<file path="config.mk">
export PLATFORM = sky130hd
export DESIGN_NAME = bus_arbiter_flat
export DESIGN_NICKNAME = d
export VERILOG_FILES = /design/src/rtl/bus_arbiter_if.sv /design/src/rtl/bus_arbiter.sv /design/src/flat_wrapper.sv
export SDC_FILE = /design/constraint.sdc
export NUM_CORES = 1
export LEC_CHECK = 0
export ABC_AREA = 1
export CELL_PAD_IN_SITES_DETAIL_PLACEMENT = 0
export CELL_PAD_IN_SITES_GLOBAL_PLACEMENT = 1
export CORE_MARGIN = 1.5
export CORE_UTILIZATION = 34
export CTS_CLUSTER_SIZE = 25
export DETAILED_ROUTE_END_ITERATION = 7
export MAX_ROUTING_LAYER = met4
export PLACE_DENSITY = 0.89
export SETUP_SLACK_MARGIN = 0.1
export SKIP_CTS_REPAIR_TIMING = 1
export SLEW_MARGIN = 20
export SYNTH_ARGS = -nofsm -noshare
export SYNTH_HDL_FRONTEND = slang
export SYNTH_SLANG_ARGS = --single-unit
</file>
<file path="constraint.sdc">
create_clock -name clk -period 2.5 [get_ports clk]
set_input_delay 0.5 -clock clk [delete_from_list [all_inputs] [get_ports clk]]
set_output_delay 0.5 -clock clk [all_outputs]
set_load 0.005 [all_outputs]
</file>
<file path="src/rtl/bus_arbiter_if.sv">
// Serial system bus bundle between two masters, the arbiter and the slaves.
// arb is the arbiter's view; master and slave are the two endpoints.
interface bus_arbiter_if;
  logic [1:0] m_req;
  logic [1:0] m_grant;
  logic [1:0] m_mode;
  logic [1:0] m_wr;
  logic [1:0] m_valid;
  logic [1:0] m_ready;
  logic [1:0] m_rd;
  logic [1:0] m_sready;
  logic [1:0] m_svalid;
  logic       bus_mode;
  logic       bus_wr;
  logic       bus_master_valid;
  logic       bus_master_ready;
  logic       bus_rd;
  logic       bus_slave_ready;
  logic       bus_slave_valid;

  modport arb (
    input  m_req, m_mode, m_wr,
    input  m_valid, m_ready,
    input  bus_rd, bus_slave_ready,
    input  bus_slave_valid,
    output m_grant, m_rd,
    output m_sready, m_svalid,
    output bus_mode, bus_wr,
    output bus_master_valid,
    output bus_master_ready
  );

  modport master (
    output m_req, m_mode, m_wr,
    output m_valid, m_ready,
    input  m_grant, m_rd,
    input  m_sready, m_svalid
  );

  modport slave (
    input  bus_mode, bus_wr,
    input  bus_master_valid,
    input  bus_master_ready,
    output bus_rd, bus_slave_ready,
    output bus_slave_valid
  );
endinterface

</file>
<file path="src/rtl/bus_arbiter.sv">
// Two-master round-robin arbiter for the serial system bus,
// with a slave-silence watchdog and a one-cycle gap between owners.
module bus_arbiter #(
  parameter int TIMEOUT = 64
) (
  input  logic         clk,
  input  logic         rstn,
  bus_arbiter_if.arb   bif,
  output logic         timeout,
  output logic         timeout_id
);

  localparam int CW = $clog2(TIMEOUT + 1);
  localparam logic [CW-1:0] CNT_LAST = CW'(TIMEOUT - 1);

  typedef enum logic [1:0] {
    IDLE,
    BUSY,
    GAP
  } state_t;

  state_t        state;
  logic [1:0]    grant;
  logic [1:0]    mask;
  logic          last_grant;
  logic [CW-1:0] cnt;

  logic       gid;
  logic       act;
  logic       expire;
  logic [1:0] elig;
  logic       win;

  assign gid    = grant[1];
  assign act    = bif.bus_slave_ready | bif.bus_slave_valid;
  assign expire = (state == BUSY) && (cnt == CNT_LAST) && !act;
  assign elig   = bif.m_req & ~mask;

  always_comb begin
    win = 1'b0;
    unique case (elig)
      2'b11:   win = ~last_grant;
      2'b10:   win = 1'b1;
      default: win = 1'b0;
    endcase
  end

  // Grant is one-hot-or-zero, so AND-OR gives a clean mux that idles at 0.
  assign bif.m_grant          = grant;
  assign bif.bus_mode         = |(grant & bif.m_mode);
  assign bif.bus_wr           = |(grant & bif.m_wr);
  assign bif.bus_master_valid = |(grant & bif.m_valid);
  assign bif.bus_master_ready = |(grant & bif.m_ready);
  assign bif.m_rd     = grant & {2{bif.bus_rd}};
  assign bif.m_sready = grant & {2{bif.bus_slave_ready}};
  assign bif.m_svalid = grant & {2{bif.bus_slave_valid}};

  always_ff @(posedge clk) begin
    if (!rstn) begin
      state      <= IDLE;
      grant      <= 2'b00;
      mask       <= 2'b00;
      last_grant <= 1'b1;
      cnt        <= '0;
      timeout    <= 1'b0;
      timeout_id <= 1'b0;
    end else begin
      timeout <= 1'b0;
      mask    <= mask & bif.m_req;
      unique case (state)
        IDLE: begin
          if (|elig) begin
            grant      <= win ? 2'b10 : 2'b01;
            last_grant <= win;
            cnt        <= '0;
            state      <= BUSY;
          end
        end
        BUSY: begin
          cnt <= act ? '0 : cnt + CW'(1);
          // A release wins over a coincident watchdog expiry.
          if (!bif.m_req[gid]) begin
            grant <= 2'b00;
            state <= GAP;
          end else if (expire) begin
            grant      <= 2'b00;
            state      <= GAP;
            timeout    <= 1'b1;
            timeout_id <= gid;
            mask[gid]  <= 1'b1;
          end
        end
        GAP:     state <= IDLE;
        default: state <= IDLE;
      endcase
    end
  end

endmodule

</file>
<file path="src/flat_wrapper.sv">
// flat-port wrapper written by rule: the top's interface ports become plain ports
module bus_arbiter_flat 
#(
  parameter int TIMEOUT = 64
)
  (clk, rstn, timeout, timeout_id, bif_m_req, bif_m_mode, bif_m_wr, bif_m_valid, bif_m_ready, bif_bus_rd, bif_bus_slave_ready, bif_bus_slave_valid, bif_m_grant, bif_m_rd, bif_m_sready, bif_m_svalid, bif_bus_mode, bif_bus_wr, bif_bus_master_valid, bif_bus_master_ready);
  bus_arbiter_if bif_i ();
  input  logic clk;
  input  logic rstn;
  output logic timeout;
  output logic timeout_id;
  input wire logic [$bits(bif_i.m_req)-1:0] bif_m_req;
  input wire logic [$bits(bif_i.m_mode)-1:0] bif_m_mode;
  input wire logic [$bits(bif_i.m_wr)-1:0] bif_m_wr;
  input wire logic [$bits(bif_i.m_valid)-1:0] bif_m_valid;
  input wire logic [$bits(bif_i.m_ready)-1:0] bif_m_ready;
  input wire logic [$bits(bif_i.bus_rd)-1:0] bif_bus_rd;
  input wire logic [$bits(bif_i.bus_slave_ready)-1:0] bif_bus_slave_ready;
  input wire logic [$bits(bif_i.bus_slave_valid)-1:0] bif_bus_slave_valid;
  output wire logic [$bits(bif_i.m_grant)-1:0] bif_m_grant;
  output wire logic [$bits(bif_i.m_rd)-1:0] bif_m_rd;
  output wire logic [$bits(bif_i.m_sready)-1:0] bif_m_sready;
  output wire logic [$bits(bif_i.m_svalid)-1:0] bif_m_svalid;
  output wire logic [$bits(bif_i.bus_mode)-1:0] bif_bus_mode;
  output wire logic [$bits(bif_i.bus_wr)-1:0] bif_bus_wr;
  output wire logic [$bits(bif_i.bus_master_valid)-1:0] bif_bus_master_valid;
  output wire logic [$bits(bif_i.bus_master_ready)-1:0] bif_bus_master_ready;
  assign bif_i.m_req = bif_m_req;
  assign bif_i.m_mode = bif_m_mode;
  assign bif_i.m_wr = bif_m_wr;
  assign bif_i.m_valid = bif_m_valid;
  assign bif_i.m_ready = bif_m_ready;
  assign bif_i.bus_rd = bif_bus_rd;
  assign bif_i.bus_slave_ready = bif_bus_slave_ready;
  assign bif_i.bus_slave_valid = bif_bus_slave_valid;
  assign bif_m_grant = bif_i.m_grant;
  assign bif_m_rd = bif_i.m_rd;
  assign bif_m_sready = bif_i.m_sready;
  assign bif_m_svalid = bif_i.m_svalid;
  assign bif_bus_mode = bif_i.bus_mode;
  assign bif_bus_wr = bif_i.bus_wr;
  assign bif_bus_master_valid = bif_i.bus_master_valid;
  assign bif_bus_master_ready = bif_i.bus_master_ready;
  bus_arbiter #(.TIMEOUT(TIMEOUT)) u_core (.clk(clk), .rstn(rstn), .bif(bif_i), .timeout(timeout), .timeout_id(timeout_id));
endmodule
</file>
* After elaboration in Yosys (flattened, before gate mapping) *
Index checks and enable logic that the tools add are counted.

cells by class
  add/sub/neg operators = 1
  $mul = 0
  divide/modulo/power cells = 0
  magnitude comparators = 2
  eq/ne operators = 6
  shifts and indexed selects = 0
  muxes and demuxes = 21
  bitwise logic cells = 13
  reduce and logical (&&, ||, !) cells = 17

operators with widths
  operator                                                   count
  two-way mux 2 bit                                          10
  AND 2 bit                                                  9
  two-way mux 7 bit                                          2
  case mux 7 bit (2 select lines)                            1
  OR reduction 2 bit                                         5
  AND reduction 3 bit                                        3
  case mux 2 bit (2 select lines)                            2
  adder 7 x 1 -> 7 bit (second input constant)               1
  equality test 7 x 6 -> 1 bit (second input constant)       1
  AND reduction 2 bit                                        3
  equality test 2 bit (second input constant)                2
  two-way mux 1 bit                                          4
  logical AND 1 bit                                          3
  inequality test 3 x 2 -> 1 bit (second input constant)     1
  equality test 2 x 1 -> 1 bit (second input constant)       1
  zero test 2 bit                                            1
  < comparator 1 x 2 -> 1 bit (second input constant)        1
  inequality test 2 x 1 -> 1 bit (second input constant)     1
  NOT 2 bit                                                  1
  OR 2 bit                                                   1
  case mux 1 bit (2 select lines)                            1
  nonzero test 2 bit                                         1
  demux 1 bit (select 1 bit)                                 1
  greater-or-equal comparator 1 bit (second input constant)  1
  other kinds (3)                                            3

word-level totals
  bits in registers = 16
  latch bits = 0
  memory bits (writable) = 0
  memory bits (read-only) = 0
  input port bits = 15
  output and inout bits = 14
  memories kept = 0

* Longest topological paths before layout *
Gate-level depths: netlist (run 1).

  depth in word-level cells = 8
  mapped depth = 9
  gate-level depth less buffers = 9

* Worst setup path after synthesis (run 1) *
Ideal clock, no wire load.

  kind = input -> register
  start point = in bif_bus_slave_valid
  end point = reg u_core.grant[0], in the netlist u_core.bif.m_grant[0]
  arrival time = 1100 ps
  required time = 2368 ps
  slack = 1268 ps
  stages = 8
  cell sequence = nor2_4 > inv_2 > nor2_8 > nand2_1 > nand2_2 > nand2_2 > nand2_1 > a21oi_2

on the way
  longest elaborated chain between the ends = 5

ends and longest elaborated chain
  what                                             line                source
  start, declared                                  flat_wrapper.sv:19  input wire logic [$bits(bif_i.bus_slave_valid)-1:0] bif_bus_slave_valid;
  OR 1 bit                                         bus_arbiter.sv:35   assign act = bif.bus_slave_ready | bif.bus_slave_valid;
  zero test 1 bit                                  bus_arbiter.sv:36   assign expire = (state == BUSY) && (cnt == CNT_LAST) && !act;
  logical AND 1 bit                                bus_arbiter.sv:36
  inequality test 3 x 2 -> 1 bit (no source line)  -
  AND reduction 3 bit (no source line)             -
  end signal, assigned                             bus_arbiter.sv:73   grant <= win ? 2'b10 : 2'b01;
  end, declared                                    bus_arbiter.sv:23   logic [1:0] grant;

Every way passes these cells.
A chain may end at the register's enable or synchronous reset.

* Worst setup path after layout (run 1) *
  start point = in bif_bus_slave_valid
  end point = out bif_m_svalid[0]

on the way
  longest elaborated chain between the ends = 1

ends and longest elaborated chain
  what           line                source
  AND 2 bit      bus_arbiter.sv:56   assign bif.m_svalid = grant & {2{bif.bus_slave_valid}};
  end, declared  flat_wrapper.sv:23  output wire logic [$bits(bif_i.m_svalid)-1:0] bif_m_svalid;

Every way passes these cells.

==> impl_metrics.csv, run 1 <==
group,metric,value,unit
status,outcome,"completed",
pwr,clkPwrFrac,0.292,
worst_setup_path,r2r-end,"u_core.bif.m_grant[1]",
cts,htree_levels,1,
die,die_y,55.5,um
global_routing,track_usage,0.164,
routing,drt_iter0_drc,11,
die,start_util,0.368,
global_routing,grt_pass1_vias,961,
logic_synthesis,synth_nets,145,
pwr,switchingPower,0.000171,W
logic_synthesis,synth_common_cells,"nand2_1 (34), inv_1 (21), dfxtp_1 (16), a21oi_1 (9), nand2_2 (6)",
logic_synthesis,ys.flop_type,"dfxtp_1",
cts,clkLatencyLatePin,300,ps
worst_setup_path,cp.required,2000,ps
pwr,switching_share,0.286,
die,die_w,55.5,um
worst_setup_path,endpoint_kind,"output pin",
cts,cts_tree,"built",
logic_synthesis,synth_seq_area_share,0.342,
logic_synthesis,async_flop_share,0,
logic_synthesis,ys_seq_elements,16,
logic_synthesis,synth_edf_count,0,
sta,setup-tns-final,0,ps
flow_run,maxCapViolCount,0,
global_routing,overflow,0,
worst_setup_path,cp-endpoint,"bif_m_svalid[0]",
die,core-area,0.00254,mm^2
cts,cts_buffers,3,
placed_design,pre_cts_ws,282,ps
routing,wl_per_cell,11.5,um
worst_setup_path,path_class,"primary input to output pin",
pwr,pwr-share-comb,0.244,
logic_synthesis,yosys-top-cells-area,"dfxtp_1 (34%), nand2_1 (14%), inv_1 (8.4%), a21oi_1 (4.8%), nor2_4 (4.8%)",
logic_synthesis,yosysWarningCount,0,
logic_synthesis,synth.most_common_cell,"nand2_1",
routing,ant_nets,0,
sta,tightest_slew,444,ps
sta,min_period,2210,ps
global_routing,grt_max_degree,13,
global_routing,antenna_found_initial,0,
worst_setup_path,cp_data_arrival_time,1710,ps
routing,drtPass1Iterations,4,
sta,setup_violations,0,
logic_synthesis,syn_avg_cell_area,7.26,um^2
sta,worst_slack,286,ps
logic_synthesis,syn_inst,129,
sta,rsz0062_at_grt,"false",
logic_synthesis,syn_area,937,um^2
sta,fmax,452,MHz
sta,relSlewSlack,0.703,
routing,drt_wl_total,2.16,mm
logic_synthesis,synth_top_area_cell,"dfxtp_1",
hold_path,hold_class,"register to register",
sta,final-max-slew-violation-count,0,
layout,syn_to_final_growth,35.6,%
layout,n_antenna_cell,0,
worst_setup_path,critPathLaunchType,"primary input",
worst_setup_path,crit_start,"bif_bus_slave_valid",
routing,via_per_inst,4.88,
placed_design,hpwl,1.75,mm
cts,clockBufferDepth,2,
worst_setup_path,reg2reg_from,"u_core.bif.m_grant[1]",
pwr,p_int,0.000427,W
logic_synthesis,synthDistinctLibCells,26,
worst_setup_path,r2r_cells,8,
cts,cts_root_buf,"clkbuf_4",
worst_setup_path,cp_max_fo,3,
pwr,power.share.sequential,0.465,
logic_synthesis,synth_top_area_share,0.342,
die,dieArea,0.00308,mm^2
global_routing,grt_pass1_wl,3.97,mm
pwr,power.density,471,mW/mm^2
pwr,power,0.000598,W
routing,num_vias,918,
placed_design,io_buffers,28,
cts,clkTransAtPathRegs,100,ps
pwr,ir_drop,0.264,mV
die,core.rowCount,18,
sta,hold_viol,0,
die,io_pins,29,
cts,clock_sinks,16,
sta,clock_skew,8.70,ps
layout,drive_above_1_share,0.165,
placed_design,gp_congestion,0.790,
worst_setup_path,reg2reg_slack,1090,ps
layout,nets,175,
pwr,leakagePower,0.540,nW
routing,drc,0,
sta,layout_worst_path_cycle_share,0.885,
[cell type report]
cell class | instances | area, um^2
Fill cell | 256 | 1270
Multi-Input combinational cell | 86 | 507
Sequential cell | 16 | 320
Timing Repair Buffer | 28 | 280
Inverter | 24 | 90.1
Tap cell | 30 | 37.5
Clock buffer | 4 | 36.3
[power by group through the flow]
| stage | clock network (W) | logic, W | registers (W) |
|---|---|---|---|
| after floorplan | 0 | 0.0000861 | 0.000276 |
| after global routing | 0.000194 | 0.000161 | 0.000279 |
| after detailed placement | 0 | 0.000147 | 0.000284 |
| after global placement | 0 | 0.000145 | 0.000283 |
| final | 0.000174 | 0.000146 | 0.000278 |
| after CTS | 0.000181 | 0.000147 | 0.000278 |
[worst min-delay path by stage]
| stage | end | from | slack [ps] | depth (start not counted) |
|---|---|---|---|---|
| 3_3_place_gp | u_core.timeout_id | u_core.timeout_id | 450 | 2 |
| 6_report | u_core.timeout_id | u_core.timeout_id | 470 | 2 |
| 3_5_place_dp | u_core.cnt[6] | u_core.cnt[6] | 450 | 2 |
| 5_1_grt | u_core.timeout_id | u_core.timeout_id | 520 | 2 |
| 2_1_floorplan | u_core.mask[1] | u_core.mask[1] | 440 | 2 |
| 4_1_cts | u_core.timeout_id | u_core.timeout_id | 470 | 2 |
[cells by family (layout without fill, tap and decap cells)]
group | after synthesis | in the layout | synth area share
fa+ha+maj | 1 | 1 | 0.0133
simple gates | 65 | 65 | 0.389
compound gates | 20 | 20 | 0.139
flops | 16 | 16 | 0.342
buf+inv | 27 | 56 | 0.117
[stage by stage]
| step | instance area [um^2] | hold WS [ps] | std cells | util |
|---|---|---|---|---|
| 2_1_floorplan | 937 | 436 | 129 | - |
| 3_3_place_gp | 1230 | 448 | 184 | 0.485 |
| 3_5_place_dp | 1230 | 454 | 184 | 0.485 |
| 4_1_cts | 1270 | 470 | 188 | 0.500 |
| 5_1_grt | 1270 | 521 | 188 | 0.500 |
| 6_report | 1270 | 468 | 188 | 0.500 |
[critical path: stages]
cell             delay [ps]
clkdlybuf4s50_1         550
nand2_1                  70
inv_1                    80
clkdlybuf4s50_1         510
[flip-flops by register name, summed over array words and instances (netlist names)]
name	count
u_core.bif.m_grant	2
u_core.cnt	7
u_core.last_grant	1
u_core.mask	2
u_core.state	2
u_core.timeout	1
u_core.timeout_id	1
[metal layers]
metal  wire, um  part of all wire  track usage  up-vias
li1           -                 -            -      468
met1        894              0.41        0.168      433
met2       1170              0.54        0.291       13
met3         76             0.035       0.0539        4
met4         21            0.0097       0.0557        0
met5          0                 0            -        -
[cell usage in the layout, fill, tap and decap left out, types with 3 or more instances in the layout]
cell and n:
clkdlybuf4s50_1 28, nand2_2 6, nor2_4 4, clkbuf_4 3
inv_2 3, a21oi_1 9, nor2_1 4, dfxtp_1 16
inv_1 21, nand3_1 4, nand2_1 34, a22o_1 4
nand4_1 5
(Power assumes the default switching activity.)
==> run 2: changes to the inputs <==
Settings changed: SKIP_CTS_REPAIR_TIMING 1 to default.
==> results of run 2 <==
Final layout, timing and power as in run 1 (identical DEF).
